[src/rtl/mtrx_ctrl_regs.sv]
// Bus register block for a multi-panel LED matrix array: pixel writes, brightness, buffer swap.
// Define MTRX_SWAP_IRQ_EN to build the swap-complete interrupt; otherwise irq is tied low.
module mtrx_ctrl_regs #(
  parameter int NUM_PANELS = 6,
  parameter int ADDR_W     = 14,
  parameter int DATA_W     = 12,
  parameter int LEVEL_W    = 9,
  parameter logic [LEVEL_W-1:0] LEVEL_RST = 'h100
) (
  input  logic                  clk,
  input  logic                  rst,
  input  logic                  sb_wr,
  input  logic                  sb_rd,
  input  logic [15:0]           sb_addr,
  input  logic [15:0]           sb_wr_data,
  output logic [15:0]           sb_rd_data,
  output logic [NUM_PANELS-1:0] pix_wr,
  output logic [ADDR_W-1:0]     pix_wr_addr,
  output logic [DATA_W-1:0]     pix_wr_data,
  output logic                  buf_select,
  input  logic                  buf_current,
  output logic [LEVEL_W-1:0]    level,
  output logic                  test_pin,
  output logic                  irq
);

  localparam int PSEL_W = (NUM_PANELS > 1) ? $clog2(NUM_PANELS) : 1;

  logic [15:0]           scratch [4];
  logic [ADDR_W-1:0]     pix_addr;
  logic [ADDR_W-1:0]     stride;
  logic [PSEL_W-1:0]     panel;
  logic                  bcast;
  logic                  pending;
  logic                  irq_q;
  logic                  swap_done;
  logic                  mapped;
  logic [3:0]            reg_idx;
  logic [15:0]           rd_val;
  logic [NUM_PANELS-1:0] tgt_mask;
  logic                  wr_sel;
  logic                  wr_pix_addr, wr_pix_data, wr_swap, wr_level;
  logic                  wr_test, wr_panel, wr_stride;

  assign mapped      = (sb_addr[15:4] == 12'd0);
  assign reg_idx     = sb_addr[3:0];
  assign wr_sel      = sb_wr && mapped;
  assign wr_pix_addr = wr_sel && (reg_idx == 4'd8);
  assign wr_pix_data = wr_sel && (reg_idx == 4'd9);
  assign wr_swap     = wr_sel && (reg_idx == 4'd10);
  assign wr_level    = wr_sel && (reg_idx == 4'd11);
  assign wr_test     = wr_sel && (reg_idx == 4'd12);
  assign wr_panel    = wr_sel && (reg_idx == 4'd13);
  assign wr_stride   = wr_sel && (reg_idx == 4'd14);

  // A new SWAP write restarts the handshake, so it takes priority over completion.
  assign swap_done = pending && (buf_current == buf_select) && !wr_swap;

  // Panel selects beyond NUM_PANELS match no bit, so the write is silently dropped.
  always_comb begin
    tgt_mask = '0;
    for (int i = 0; i < NUM_PANELS; i++) begin
      tgt_mask[i] = bcast || (panel == PSEL_W'(i));
    end
  end

  always_comb begin
    rd_val = '0;
    if (mapped) begin
      case (reg_idx)
        4'd0, 4'd1, 4'd2, 4'd3: rd_val = scratch[reg_idx[1:0]];
        4'd4:  rd_val = 16'hdead;
        4'd5:  rd_val = 16'hbeef;
        4'd6:  rd_val = 16'hcafe;
        4'd7:  rd_val = 16'hfeed;
        4'd8:  rd_val = 16'(pix_addr);
        4'd10: rd_val = {13'd0, pending, buf_current, buf_select};
        4'd11: rd_val = 16'(level);
        4'd12: rd_val = {15'd0, test_pin};
        4'd13: begin
          rd_val[15]         = bcast;
          rd_val[PSEL_W-1:0] = panel;
        end
        4'd14: rd_val = 16'(stride);
        4'd15: rd_val = {14'd0, irq_q, pending};
        default: rd_val = '0;
      endcase
    end
  end

  always_ff @(posedge clk) begin
    if (rst) begin
      sb_rd_data  <= 16'hffff;
      pix_wr      <= '0;
      pix_wr_addr <= '0;
      pix_wr_data <= '0;
      buf_select  <= 1'b0;
      level       <= LEVEL_RST;
      test_pin    <= 1'b0;
      pix_addr    <= '0;
      stride      <= ADDR_W'(1);
      panel       <= '0;
      bcast       <= 1'b0;
      pending     <= 1'b0;
      for (int i = 0; i < 4; i++) begin
        scratch[i] <= '0;
      end
    end else begin
      if (sb_rd) begin
        sb_rd_data <= rd_val;
      end
      pix_wr <= '0;
      if (wr_sel && (reg_idx[3:2] == 2'd0)) begin
        scratch[reg_idx[1:0]] <= sb_wr_data;
      end
      if (wr_pix_data) begin
        pix_wr      <= tgt_mask;
        pix_wr_addr <= pix_addr;
        pix_wr_data <= sb_wr_data[DATA_W-1:0];
        pix_addr    <= pix_addr + stride;
      end else if (wr_pix_addr) begin
        pix_addr <= sb_wr_data[ADDR_W-1:0];
      end
      if (wr_swap) begin
        buf_select <= sb_wr_data[0];
        pending    <= 1'b1;
      end else if (swap_done) begin
        pending <= 1'b0;
      end
      if (wr_level) begin
        level <= sb_wr_data[LEVEL_W-1:0];
      end
      if (wr_test) begin
        test_pin <= sb_wr_data[0];
      end
      if (wr_panel) begin
        bcast <= sb_wr_data[15];
        panel <= sb_wr_data[PSEL_W-1:0];
      end
      if (wr_stride) begin
        stride <= (sb_wr_data[ADDR_W-1:0] == '0) ? ADDR_W'(1) : sb_wr_data[ADDR_W-1:0];
      end
    end
  end

`ifdef MTRX_SWAP_IRQ_EN
  logic wr_status;
  assign wr_status = wr_sel && (reg_idx == 4'd15);

  always_ff @(posedge clk) begin
    if (rst) begin
      irq_q <= 1'b0;
    end else if (swap_done) begin
      irq_q <= 1'b1;
    end else if (wr_status && sb_wr_data[0]) begin
      irq_q <= 1'b0;
    end
  end
`else
  assign irq_q = 1'b0;
`endif

  assign irq = irq_q;

endmodule

[config.mk]
export PLATFORM = sky130hd
export DESIGN_NAME = mtrx_ctrl_regs
export DESIGN_NICKNAME = d
export VERILOG_FILES = /design/src/rtl/mtrx_ctrl_regs.sv
export SDC_FILE = /design/constraint.sdc
export NUM_CORES = 1
export LEC_CHECK = 0
export ABC_AREA = 1
export CAP_MARGIN = 20
export CORE_ASPECT_RATIO = 1.1
export CORE_UTILIZATION = 45
export DETAILED_ROUTE_END_ITERATION = 16
export PLACE_DENSITY = 0.68
export SLEW_MARGIN = 0
export SYNTH_ARGS = -nofsm -noshare
export SYNTH_HDL_FRONTEND = slang
export SYNTH_SLANG_ARGS = --single-unit
[constraint.sdc]
create_clock -name clk -period 5.1 [get_ports clk]
set_clock_uncertainty 0.15 [all_clocks]
set_input_delay 1.53 -clock clk [delete_from_list [all_inputs] [get_ports clk]]
set_output_delay 1.53 -clock clk [all_outputs]
set_load 0.02 [all_outputs]
# == After elaboration in Yosys (flattened, before gate mapping) ==
# Memories as Yosys holds them, arrays and structs flattened.
# Cells that the tools add are included.
# word_totals
elab_cells,83
out_inout_bits,60
ramBits,64
ff_bits,92
memories,1
# mem_list
memory,depth,word_bits,rd,rd_ports_with_merged_regs,wr,line_no,text
scratch,4,16,1,0,4,29,logic [15:0] scratch [4];
# op_classes
n_bitwise,1
muxes,17
n_addsub,1
n_reduce_logical,30
eq_ne,21
# ops
op,count
12-bit one-hot mux with 8 select lines,1
14-bit 2-to-1 mux,3
3-bit one-hot mux with 11 select lines,1
"4-bit equality test, second input constant",8
16-bit 2-to-1 mux,2
"4-bit by 3-bit equality test with 1-bit output, second input constant",4
16-bit OR reduction,1
14-bit adder,1
14-bit zero test,1
12-bit zero test,1
1-bit logical AND,11
"4-bit by 2-bit equality test with 1-bit output, second input constant",2
1-bit 2-to-1 mux,8
4-bit OR reduction,2
"3-bit by 2-bit equality test with 1-bit output, second input constant",2
"3-bit equality test, second input constant",2
1-bit logical OR,6
"4-bit by 1-bit equality test with 1-bit output, second input constant",1
4-bit zero test,1
2-bit nonzero test,2
2-bit OR reduction,2
"3-bit by 1-bit equality test with 1-bit output, second input constant",1
3-bit zero test,1
1-bit one-hot mux with 3 select lines,1
5 further kinds,5

# == Longest topological paths before layout ==
# Gate-level depths: netlist of run 1.
# depth
word_depth,8
ltp_mapped,11
ltp_nobuf,11

# == Least setup slack after synthesis of run 1 ==
# OpenSTA, ideal clock, no wires.
# synth_path
path_kind,input -> register
from,input port sb_addr[15]
to,memory scratch[3][0] (enable)
required_ps,4539
cell_stages,7
n_path_buf,0
arrival_time_ps,3343
slack_ps,1196
setup_time_ps,411
path_cell_list,nor2_1 > nand2_1 > nor2_2 > nand3_1 > inv_2 > nand2_1 > o21ai_0
# synth_lines
item,line_no,text
start: declaration,14,"input logic [15:0] sb_addr,"
end: declaration,29,

# == Worst setup path after layout of run 1 ==
# layout_path
from,input port sb_addr[3]
to,register pix_addr[4]
# layout_via
elab_chain_len,3
# layout_lines
item,line_no,text
4-bit equality test (on tied branches),"49, 48",
1-bit logical AND (on tied branches),"49, 48",
14-bit 2-to-1 mux or 2-bit nonzero test (tied branches),--,
end signal: assignment,120,pix_addr <= pix_addr + stride;
end signal: assignment,122,pix_addr <= sb_wr_data[ADDR_W-1:0];
end: declaration,30,logic [ADDR_W-1:0] pix_addr;
# Parallel ways exist; a longest one is shown, timed or not.
# A chain may end at the register's enable or synchronous reset.

==> flow_metrics.py, run 1 <==
metrics = {
    "status": {
        "status": "completed",
    },
    "cts": {
        "postCtsHoldBufs": 0,
        "clk_pin_slew_ns": 0.06,
        "cts_resized": 0,
        "worstSkewPairLatency_ns": 0.43,
        "clk_path_buf_depth": 2,
        "cts_root_buf": "clkbuf_16",
        "cts_tree": "built",
        "htreeDepth": 4,
        "cts_setup_buffers": 0,
        "clock-sinks": 156,
        "cts_made_buffers": 17,
    },
    "setup_path": {
        "path_delay_family": "simple AND/OR/NAND/NOR gates",
        "crit_chain": "clkdlybuf4s50_1, inv_2, nor2_4, inv_2, nor2_2, nand4_4, nor2_2, buf_4, nand2_1, o21ai_0, a21oi_1",
        "crit_type": "in2reg",
        "cp.arrival_ns": 4.03,
        "max_stage_delay_ns": 0.61,
        "worstPathRequired_ns": 5.25,
        "cp-end-kind": "register",
        "cp-start-kind": "input pin",
        "path_buf_inv": 4,
        "crit_slowest_cell": "clkdlybuf4s50_1",
        "crit_path_max_fanout": 21,
    },
    "power_and_ir_drop": {
        "ir_worst_vdd_uv": 246,
        "p_leak_nw": 3.61,
        "powerDensity_nw_per_um2": 332,
        "finalPower_mw": 3.01,
    },
    "synth": {
        "postSynthAreaPerCell_sq_um": 8.19,
        "synth_xor_area_frac": 0.00967,
        "yosys_most_used_dff": "dfxtp_1",
        "async_flop_share": 0,
        "synth.distinct_cells": 38,
        "synth.mux.area_fraction": 0,
        "synth_warnings": 0,
        "synth_nets": 936,
        "syn_area_sq_um": 7250,
        "synth_compound_area_frac": 0.175,
        "synth_edf_count": 64,
        "synthCells": 885,
        "synthAdderAreaFrac": 0.0252,
        "yosys.area_share.simple": 0.196,
        "ys_ff_latch": 156,
        "synth_top_family_by_area": "simple AND/OR/NAND/NOR gates",
        "seq_area_frac_synth": 0.519,
    },
    "die": {
        "start_util": 0.461,
        "rows": 48,
        "design.core.area_sq_um": 15700,
        "die-area_sq_um": 16600,
        "ioPinCount": 97,
        "die_h_microns": 135,
        "chipWidth_microns": 123,
    },
    "cells_and_area": {
        "multi_input_area_sq_um": 2940,
        "fill_cells": 1432,
        "regArea_sq_um": 3760,
        "finalNonFillerCells": 1190,
        "antenna_cells": 0,
        "fin_util": 0.576,
        "nNetsFinal": 1028,
        "drive_above_1_share": 0.0606,
        "area_growth_pct": 24.9,
    },
    "placement": {
        "gp_congestion": 0.916,
        "placedCellCount": 1158,
        "hpwl_microns": 15400,
        "io_buffers": 95,
    },
    "sta": {
        "final.setup.tns_ns": 0,
        "rsz0062_at_grt": "no",
        "finalCriticalPeriod_ns": 3.88,
        "worst_pin_slew_ns": 0.597,
        "drv_slew": 0,
        "setup-violations-final": 0,
        "fmax_mhz": 258,
        "hold_violations": 0,
        "max_slew_margin": 0.601,
        "fin_crit_sh": 0.761,
    },
    "global_route": {
        "overflow": 0,
        "grt_pass1_vias": 6128,
        "antenna_found_initial": 0,
        "grt_max_degree": 40,
        "grt_first_pass_wirelength_microns": 33500,
        "grtUsageTotal": 0.271,
    },
    "run": {
        "maxCapViolCount": 0,
    },
    "min_path": {
        "hold_class": "reg2reg",
    },
    "detailed_routing": {
        "wirelength_microns": 21700,
        "vias_per_cell": 5.54,
        "drt_iter0_drc": 737,
        "drc_errors": 0,
        "vias": 6596,
        "ant_nets": 0,
        "drt_pass1_iterations": 8,
        "routedWlPerCell_microns": 18.2,
    },
}
cells in the mapped netlist, drive strengths merged (4+ instances only):
| cell type | number | share of area |
|---|---|---|
| a21oi | 113 | 0.078 |
| a22oi | 24 | 0.025 |
| buf | 17 | 0.014 |
| clkbuf | 18 | 0.0093 |
| dfxtp | 92 | 0.25 |
| edfxtp | 64 | 0.27 |
| ha | 13 | 0.022 |
| inv | 97 | 0.050 |
| nand2 | 203 | 0.11 |
| nand3 | 35 | 0.024 |
| nand4 | 10 | 0.011 |
| nor2 | 93 | 0.051 |
| o2111ai | 6 | 0.0072 |
| o21ai | 61 | 0.042 |
| o22ai | 7 | 0.0060 |
| o31ai | 4 | 0.0041 |
| xor2 | 5 | 0.0060 |
sequential cells by signal (all words and copies together), names as in the netlist:
register / count
buf_select: 1
bcast: 1
panel: 3
test_pin: 1
pending: 1
stride: 14
pix_wr_addr: 14
pix_wr: 6
scratch: 64
level: 9
sb_rd_data: 16
pix_wr_data: 12
pix_addr: 14
report_power, final:
part | internal [mW] | switching [mW]
Sequential | 1.33 | 0.0130
Clock | 0.965 | 0.498
Combinational | 0.0714 | 0.128
Total | 2.37 | 0.639
final timing paths:
check	slack (ns)	startpoint	depth (start not counted)	end
min	0.32	sb_rd_data[12]	2	sb_rd_data[12]
max	1.22	sb_addr[3]	11	pix_addr[4]
min reg2reg	0.32	sb_rd_data[12]	2	sb_rd_data[12]
max reg2reg	2.96	stride[0]	9	pix_addr[6]
logic make-up (layout without fill, tap and decap cells):
logic type / after synthesis / count (layout)
adders and majority gates: 14 / 14
DFF: 156 / 156
other: 1 / 1
AOI/OAI and AO/OA: 226 / 226
xor gates and xnor gates: 8 / 8
and+or+nand+nor: 346 / 346
buffers and inverters: 134 / 239
final cells by class:
class / count / share of cell area
sequential: 156 / 0.416
inverter: 99 / 0.0410
timing repair buffer: 108 / 0.116
tap: 200 / 0.0276
clock inverter: 12 / 0.0268
multi-input combinational: 595 / 0.325
clock buffer: 20 / 0.0482
metrics by stage:
step                      setup WS (ns)  area, sq um  hold slack [ns]
after global placement            0.868         8380            0.300
after detailed placement          0.880         8380            0.307
after global routing               1.07         9060            0.344
after floorplan                    1.20         7250            0.298
after CTS                          1.30         9060            0.321
final                              1.22         9060            0.319
worst min-delay path: stages (launching register included):
cell and delay (ns):
dfxtp_1 0.32, a21oi_1 0.06, nand2_1 0.05
per-layer routing:
| layer | global-route usage | up-vias | routed length, microns |
|---|---|---|---|
| met5 | 0 | - | 0 |
| met4 | 0.110 | 0 | 669 |
| met3 | 0.0460 | 45 | 1930 |
| met2 | 0.418 | 340 | 9700 |
| met1 | 0.376 | 3052 | 9400 |
| li1 | - | 3159 | - |
placed cells by master, fill, tap and decap left out, drive strengths merged, types with 3 or more instances in the layout:
cell	count
buf	13
inv	97
xnor2	3
xor2	5
nand3	35
o22ai	7
clkinv	4
clkbuf	20
a21boi	3
nor2	93
o21ai	61
a21oi	113
o31ai	4
dfxtp	92
clkdlybuf4s50	95
edfxtp	64
a22oi	24
nand2	203
a211oi	3
ha	13
o2111ai	6
nand4	10
clkinvlp	3
bufinv	7
Power figures use the tool's default switching activity.
==> inputs of run 2 (changes only) <==
Clock period 5.1 ns to 3.63 ns, I/O delays scaled along.
==> run 2 against run 1 <==
Power grew 33%. Global-route usage up 0.58 points. Sequential power is 41% higher. Largest cell class unchanged. Largest power group is now registers.
==> flow_metrics.py, run 2 (synthesis results as in run 1) <==
metrics = {
    "status": {
        "status": "completed",
    },
    "sta": {
        "final.setup.tns_ns": 0,
        "setup-violations-final": 0,
        "rsz0062_at_grt": "no",
        "fmax_mhz": 334,
        "fin_crit_sh": 0.824,
        "drv_slew": 0,
        "worst_slack_ns": 0.640,
        "max_slew_margin": 0.662,
        "worst_hold_slack_ns": 0.313,
        "finalCriticalPeriod_ns": 2.99,
        "hold_violations": 0,
        "worst_pin_slew_ns": 0.506,
    },
    "detailed_routing": {
        "vias": 6659,
        "drt_iter0_drc": 676,
        "ant_nets": 0,
        "drc_errors": 0,
        "wirelength_microns": 21900,
        "drt_pass1_iterations": 5,
        "vias_per_cell": 5.50,
        "routedWlPerCell_microns": 18.1,
    },
    "setup_path": {
        "rr_worst_depth": 8,
        "worstPathRequired_ns": 3.79,
        "crit_path_max_fanout": 31,
        "crit_type": "in2reg",
        "cp-end-kind": "register",
        "cp-start-kind": "input pin",
        "cp.arrival_ns": 3.15,
    },
    "placement": {
        "place_ws_ns": 0.227,
        "gp_congestion": 0.910,
        "io_buffers": 95,
        "placedCellCount": 1179,
        "dpl-instance-area_sq_um": 8580,
        "hpwl_microns": 16100,
    },
    "cts": {
        "clock-sinks": 156,
        "worstSkewPairLatency_ns": 0.43,
        "postCtsHoldBufs": 0,
        "clk_pin_slew_ns": 0.06,
        "cts_tree": "built",
        "cts_made_buffers": 17,
        "htreeDepth": 4,
        "cts_root_buf": "clkbuf_16",
        "clk_path_buf_depth": 2,
        "cts_setup_buffers": 0,
        "cts_resized": 0,
    },
    "cells_and_area": {
        "fin_util": 0.584,
        "drive_above_1_share": 0.0801,
        "antenna_cells": 0,
        "finalNonFillerCells": 1211,
        "layout_common_cells": "nand2_1 (200), a21oi_1 (113), clkdlybuf4s50_1 (95), dfxtp_1 (92), inv_1 (90)",
        "mostFrequentLayoutCell": "nand2_1",
        "area_growth_pct": 26.7,
        "largest_reg_flops": 64,
        "nNetsFinal": 1049,
        "final_area_sq_um": 9190,
        "reg.largest.list": "scratch: 64 flops, sb_rd_data: 16 flops",
        "largest-register": "scratch",
    },
    "power_and_ir_drop": {
        "switching_share": 0.227,
        "finalPower_mw": 4.01,
        "ir_worst_vdd_uv": 314,
        "powerDensity_nw_per_um2": 436,
        "clkPwrFrac": 0.455,
        "p_leak_nw": 3.68,
        "p_switching_mw": 0.908,
        "sequentialPowerShare": 0.472,
        "comb_power_share": 0.074,
        "intPower_mw": 3.10,
    },
    "die": {
        "design.core.area_sq_um": 15700,
        "rows": 48,
        "die-area_sq_um": 16600,
        "start_util": 0.461,
        "ioPinCount": 97,
        "die_h_microns": 135,
        "chipWidth_microns": 123,
    },
    "run": {
        "maxCapViolCount": 0,
    },
    "min_path": {
        "hold_class": "reg2reg",
        "hold_path_depth": 2,
    },
    "global_route": {
        "overflow": 0,
        "grt_first_pass_wirelength_microns": 33700,
        "grtUsageTotal": 0.277,
        "grt_max_degree": 45,
        "antenna_found_initial": 0,
        "grt_pass1_vias": 6108,
    },
}
run 2: worst max-delay path: stages:
cell	delay, ns
clkdlybuf4s50_1	0.63
inv_2	0.10
nor2_4	0.15
inv_2	0.07
nor2_2	0.13
nand4_4	0.20
nor2_2	0.18
buf_12	0.20
nand2_1	0.13
o21ai_0	0.14
a21oi_1	0.09
run 2: path summary, 6_finish.rpt:
path / to / start / slack, ns
worst max-delay path: pix_addr[4] / sb_addr[3] / 0.64
worst min-delay path: pix_wr_addr[9] / pix_wr_addr[9] / 0.31
worst max register to register: pix_addr[4] / stride[0] / 1.46
worst min register to register: pix_wr_addr[9] / pix_wr_addr[9] / 0.31
run 2: final cells by class:
class                      count  area [sq um]
clock buffer                  22           464
clock inverter                10           139
fill                        1446          6550
inverter                      99           372
multi-input combinational    595          2940
sequential                   156          3760
tap                          200           250
timing repair buffer         129          1260
run 2: power groups by stage:
| stage | combinational, mW | sequential [mW] | clock (mW) |
|---|---|---|---|
| 2_1_floorplan | 0.120 | 1.94 | 0 |
| 5_1_grt | 0.316 | 1.89 | 1.91 |
| 3_3_place_gp | 0.291 | 1.92 | 0 |
| 3_5_place_dp | 0.291 | 1.93 | 0 |
| 6_report | 0.295 | 1.89 | 1.82 |
| 4_1_cts | 0.293 | 1.89 | 1.83 |
run 2: layer usage:
layer / vias up / GRT usage / part of all wire
met5: - / 0 / 0
met3: 48 / 0.0498 / 0.082
met2: 342 / 0.415 / 0.44
met1: 3059 / 0.386 / 0.44
met4: 0 / 0.127 / 0.034
li1: 3210 / - / -
==> inputs of run 3 (changes only) <==
Clock period 3.63 ns to 2.82 ns, I/O delays scaled along.
==> run 3 against run 2 <==
Setup slack lost 0.43 ns. Final area is 3.0% higher. Critical endpoint is now pix_addr[5]. Utilization increased by 1.8 points. Clock power up 25%. Via count grew 1.8%. Power rose by 27%. Die area stayed put. Register-to-register slack worse by 0.78 ns. Count of clock-buffer cells in the layout decreased by 4. Wire length up 1.2%.
==> flow_metrics.py, run 3 (synthesis results as in run 1) <==
metrics = {
    "status": {
        "status": "completed",
    },
    "power_and_ir_drop": {
        "intPower_mw": 3.85,
        "switching_share": 0.245,
        "p_switching_mw": 1.25,
        "clkPwrFrac": 0.444,
        "powerDensity_nw_per_um2": 540,
        "ir_worst_vdd_uv": 370,
        "p_leak_nw": 3.87,
        "finalPower_mw": 5.11,
        "comb_power_share": 0.080,
        "sequentialPowerShare": 0.476,
    },
    "detailed_routing": {
        "route.met2.wl_microns": 9530,
        "top_layer_used": "met4",
        "vias": 6782,
        "wirelength_microns": 22200,
        "ant_nets": 0,
        "routedWlPerCell_microns": 17.8,
        "drt_pass1_iterations": 7,
        "met1_length_microns": 9900,
        "wl_met3_microns": 1970,
        "drt_iter0_drc": 764,
        "drc_errors": 0,
        "vias_per_cell": 5.44,
    },
    "cells_and_area": {
        "nNetsFinal": 1084,
        "reg.largest.list": "scratch: 64 flops, sb_rd_data: 16 flops",
        "layout_common_cells": "nand2_1 (200), a21oi_1 (113), clkdlybuf4s50_1 (95), dfxtp_1 (92), inv_1 (90)",
        "fill_cells": 1380,
        "area_growth_pct": 30.5,
        "largest-register": "scratch",
        "largest_reg_flops": 64,
        "antenna_cells": 0,
        "mostFrequentLayoutCell": "nand2_1",
        "drive_above_1_share": 0.114,
    },
    "setup_path": {
        "crit_slowest_cell": "clkdlybuf4s50_1",
        "r2r-end": "pix_addr[6]",
        "max_stage_delay_ns": 0.57,
        "crit_chain": "clkdlybuf4s50_1, nor2_4, inv_2, nor2_2, nand4_4, buf_4, inv_1, buf_4, o21ai_0, a21oi_1",
        "reg2reg_setup_slack_ns": 0.68,
        "cp-end-kind": "register",
        "critPathMostFrequentCell": "buf_4",
        "cp.arrival_ns": 2.82,
        "cp-start-kind": "input pin",
        "rr_worst_depth": 9,
        "reg2reg_from": "stride[0]",
        "crit_type": "in2reg",
        "endpoint": "pix_addr[5]",
        "cp-startpoint": "sb_addr[2]",
        "worstPathRequired_ns": 3.03,
        "crit_path_max_fanout": 9,
    },
    "cts": {
        "htreeDepth": 4,
        "cts_tree": "built",
        "clk_pin_slew_ns": 0.06,
        "clk_path_buf_depth": 2,
        "postCtsHoldBufs": 0,
        "cts_resized": 0,
        "clock-sinks": 156,
        "cts_setup_buffers": 0,
        "worstSkewPairLatency_ns": 0.43,
        "cts_made_buffers": 17,
        "cts_root_buf": "clkbuf_16",
    },
    "sta": {
        "rsz0062_at_grt": "no",
        "drv_slew": 0,
        "hold_violations": 0,
        "setup-violations-final": 0,
        "fin_crit_sh": 0.926,
        "finalCriticalPeriod_ns": 2.61,
        "worst_hold_slack_ns": 0.317,
        "fmax_mhz": 383,
    },
    "global_route": {
        "grt_first_pass_wirelength_microns": 34400,
        "grt_pass1_vias": 6236,
        "grtUsageTotal": 0.282,
        "antenna_found_initial": 0,
        "grt_max_degree": 48,
        "overflow": 0,
    },
    "placement": {
        "gp_congestion": 0.896,
        "hpwl_microns": 16500,
        "io_buffers": 95,
    },
    "run": {
        "maxCapViolCount": 0,
    },
    "min_path": {
        "hold_class": "reg2reg",
    },
    "die": {
        "die-area_sq_um": 16600,
        "rows": 48,
        "chipWidth_microns": 123,
        "die_h_microns": 135,
        "design.core.area_sq_um": 15700,
        "ioPinCount": 97,
        "start_util": 0.461,
    },
}
run 3: cell types whose count changed in the layout (fill, tap and decap cells not counted):
cell	before	now
buf_12	4	7
buf_4	30	62
bufinv_16	3	1
clkbuf_1	3	0
clkbuf_16	17	18
clkbuf_8	2	0
clkinv_2	2	1
clkinv_4	0	3
clkinvlp_4	4	1
inv_4	0	4
inv_6	1	4
run 3: worst max-delay path, delay by kind of cell:
family	cells	cell delay, ns
AOI/OAI and AO/OA	2	0.22
and+or+nand+nor	3	0.52
buffers and inverters	5	1.22
run 3: area by class of cell:
class / count / area (sq um) / area share
multi-input combinational: 595 / 2940 / 0.311
clock buffer: 18 / 450 / 0.0476
inverter: 99 / 372 / 0.0393
timing repair buffer: 164 / 1560 / 0.164
sequential: 156 / 3760 / 0.398
tap: 200 / 250 / 0.0264
clock inverter: 14 / 129 / 0.0136
run 3: power groups by stage:
stage / combinational (mW) / clock, mW / sequential [mW]
2_1_floorplan: 0.154 / 0 / 2.49
3_3_place_gp: 0.402 / 0 / 2.48
3_5_place_dp: 0.401 / 0 / 2.48
4_1_cts: 0.403 / 2.28 / 2.43
5_1_grt: 0.436 / 2.40 / 2.44
6_report: 0.407 / 2.27 / 2.43
run 3: how the worst min path moves through the flow:
stage,depth (start not counted),startpoint,slack (ns),endpoint
detailed placement,2,sb_rd_data[14],0.30,sb_rd_data[14]
global route,2,pix_wr_addr[2],0.33,pix_wr_addr[2]
global placement,2,sb_rd_data[8],0.30,sb_rd_data[8]
floorplan,2,stride[5],0.30,stride[5]
CTS,2,pix_wr_addr[4],0.32,pix_wr_addr[4]
finish,2,pix_wr_addr[2],0.32,pix_wr_addr[2]
run 3: per-layer routing:
metal  track usage  vias to the layer above
li1              -                     3285
met1         0.402                     3061
met2         0.416                      373
met3        0.0524                       63
met4         0.122                        0
met5             0                        -
run 3: stage by stage:
stage	std cells	cell area, sq um	utilization	worst slack, ns	setup TNS, ns
after floorplan	885	7250	-	0.0329	0
final	1246	9460	0.601	0.208	0
after global routing	1246	9460	0.601	0.131	0
after CTS	1246	9460	0.601	0.261	0
after global placement	1214	8880	0.565	-0.191	-6.96
after detailed placement	1214	8880	0.565	-0.173	-9.16
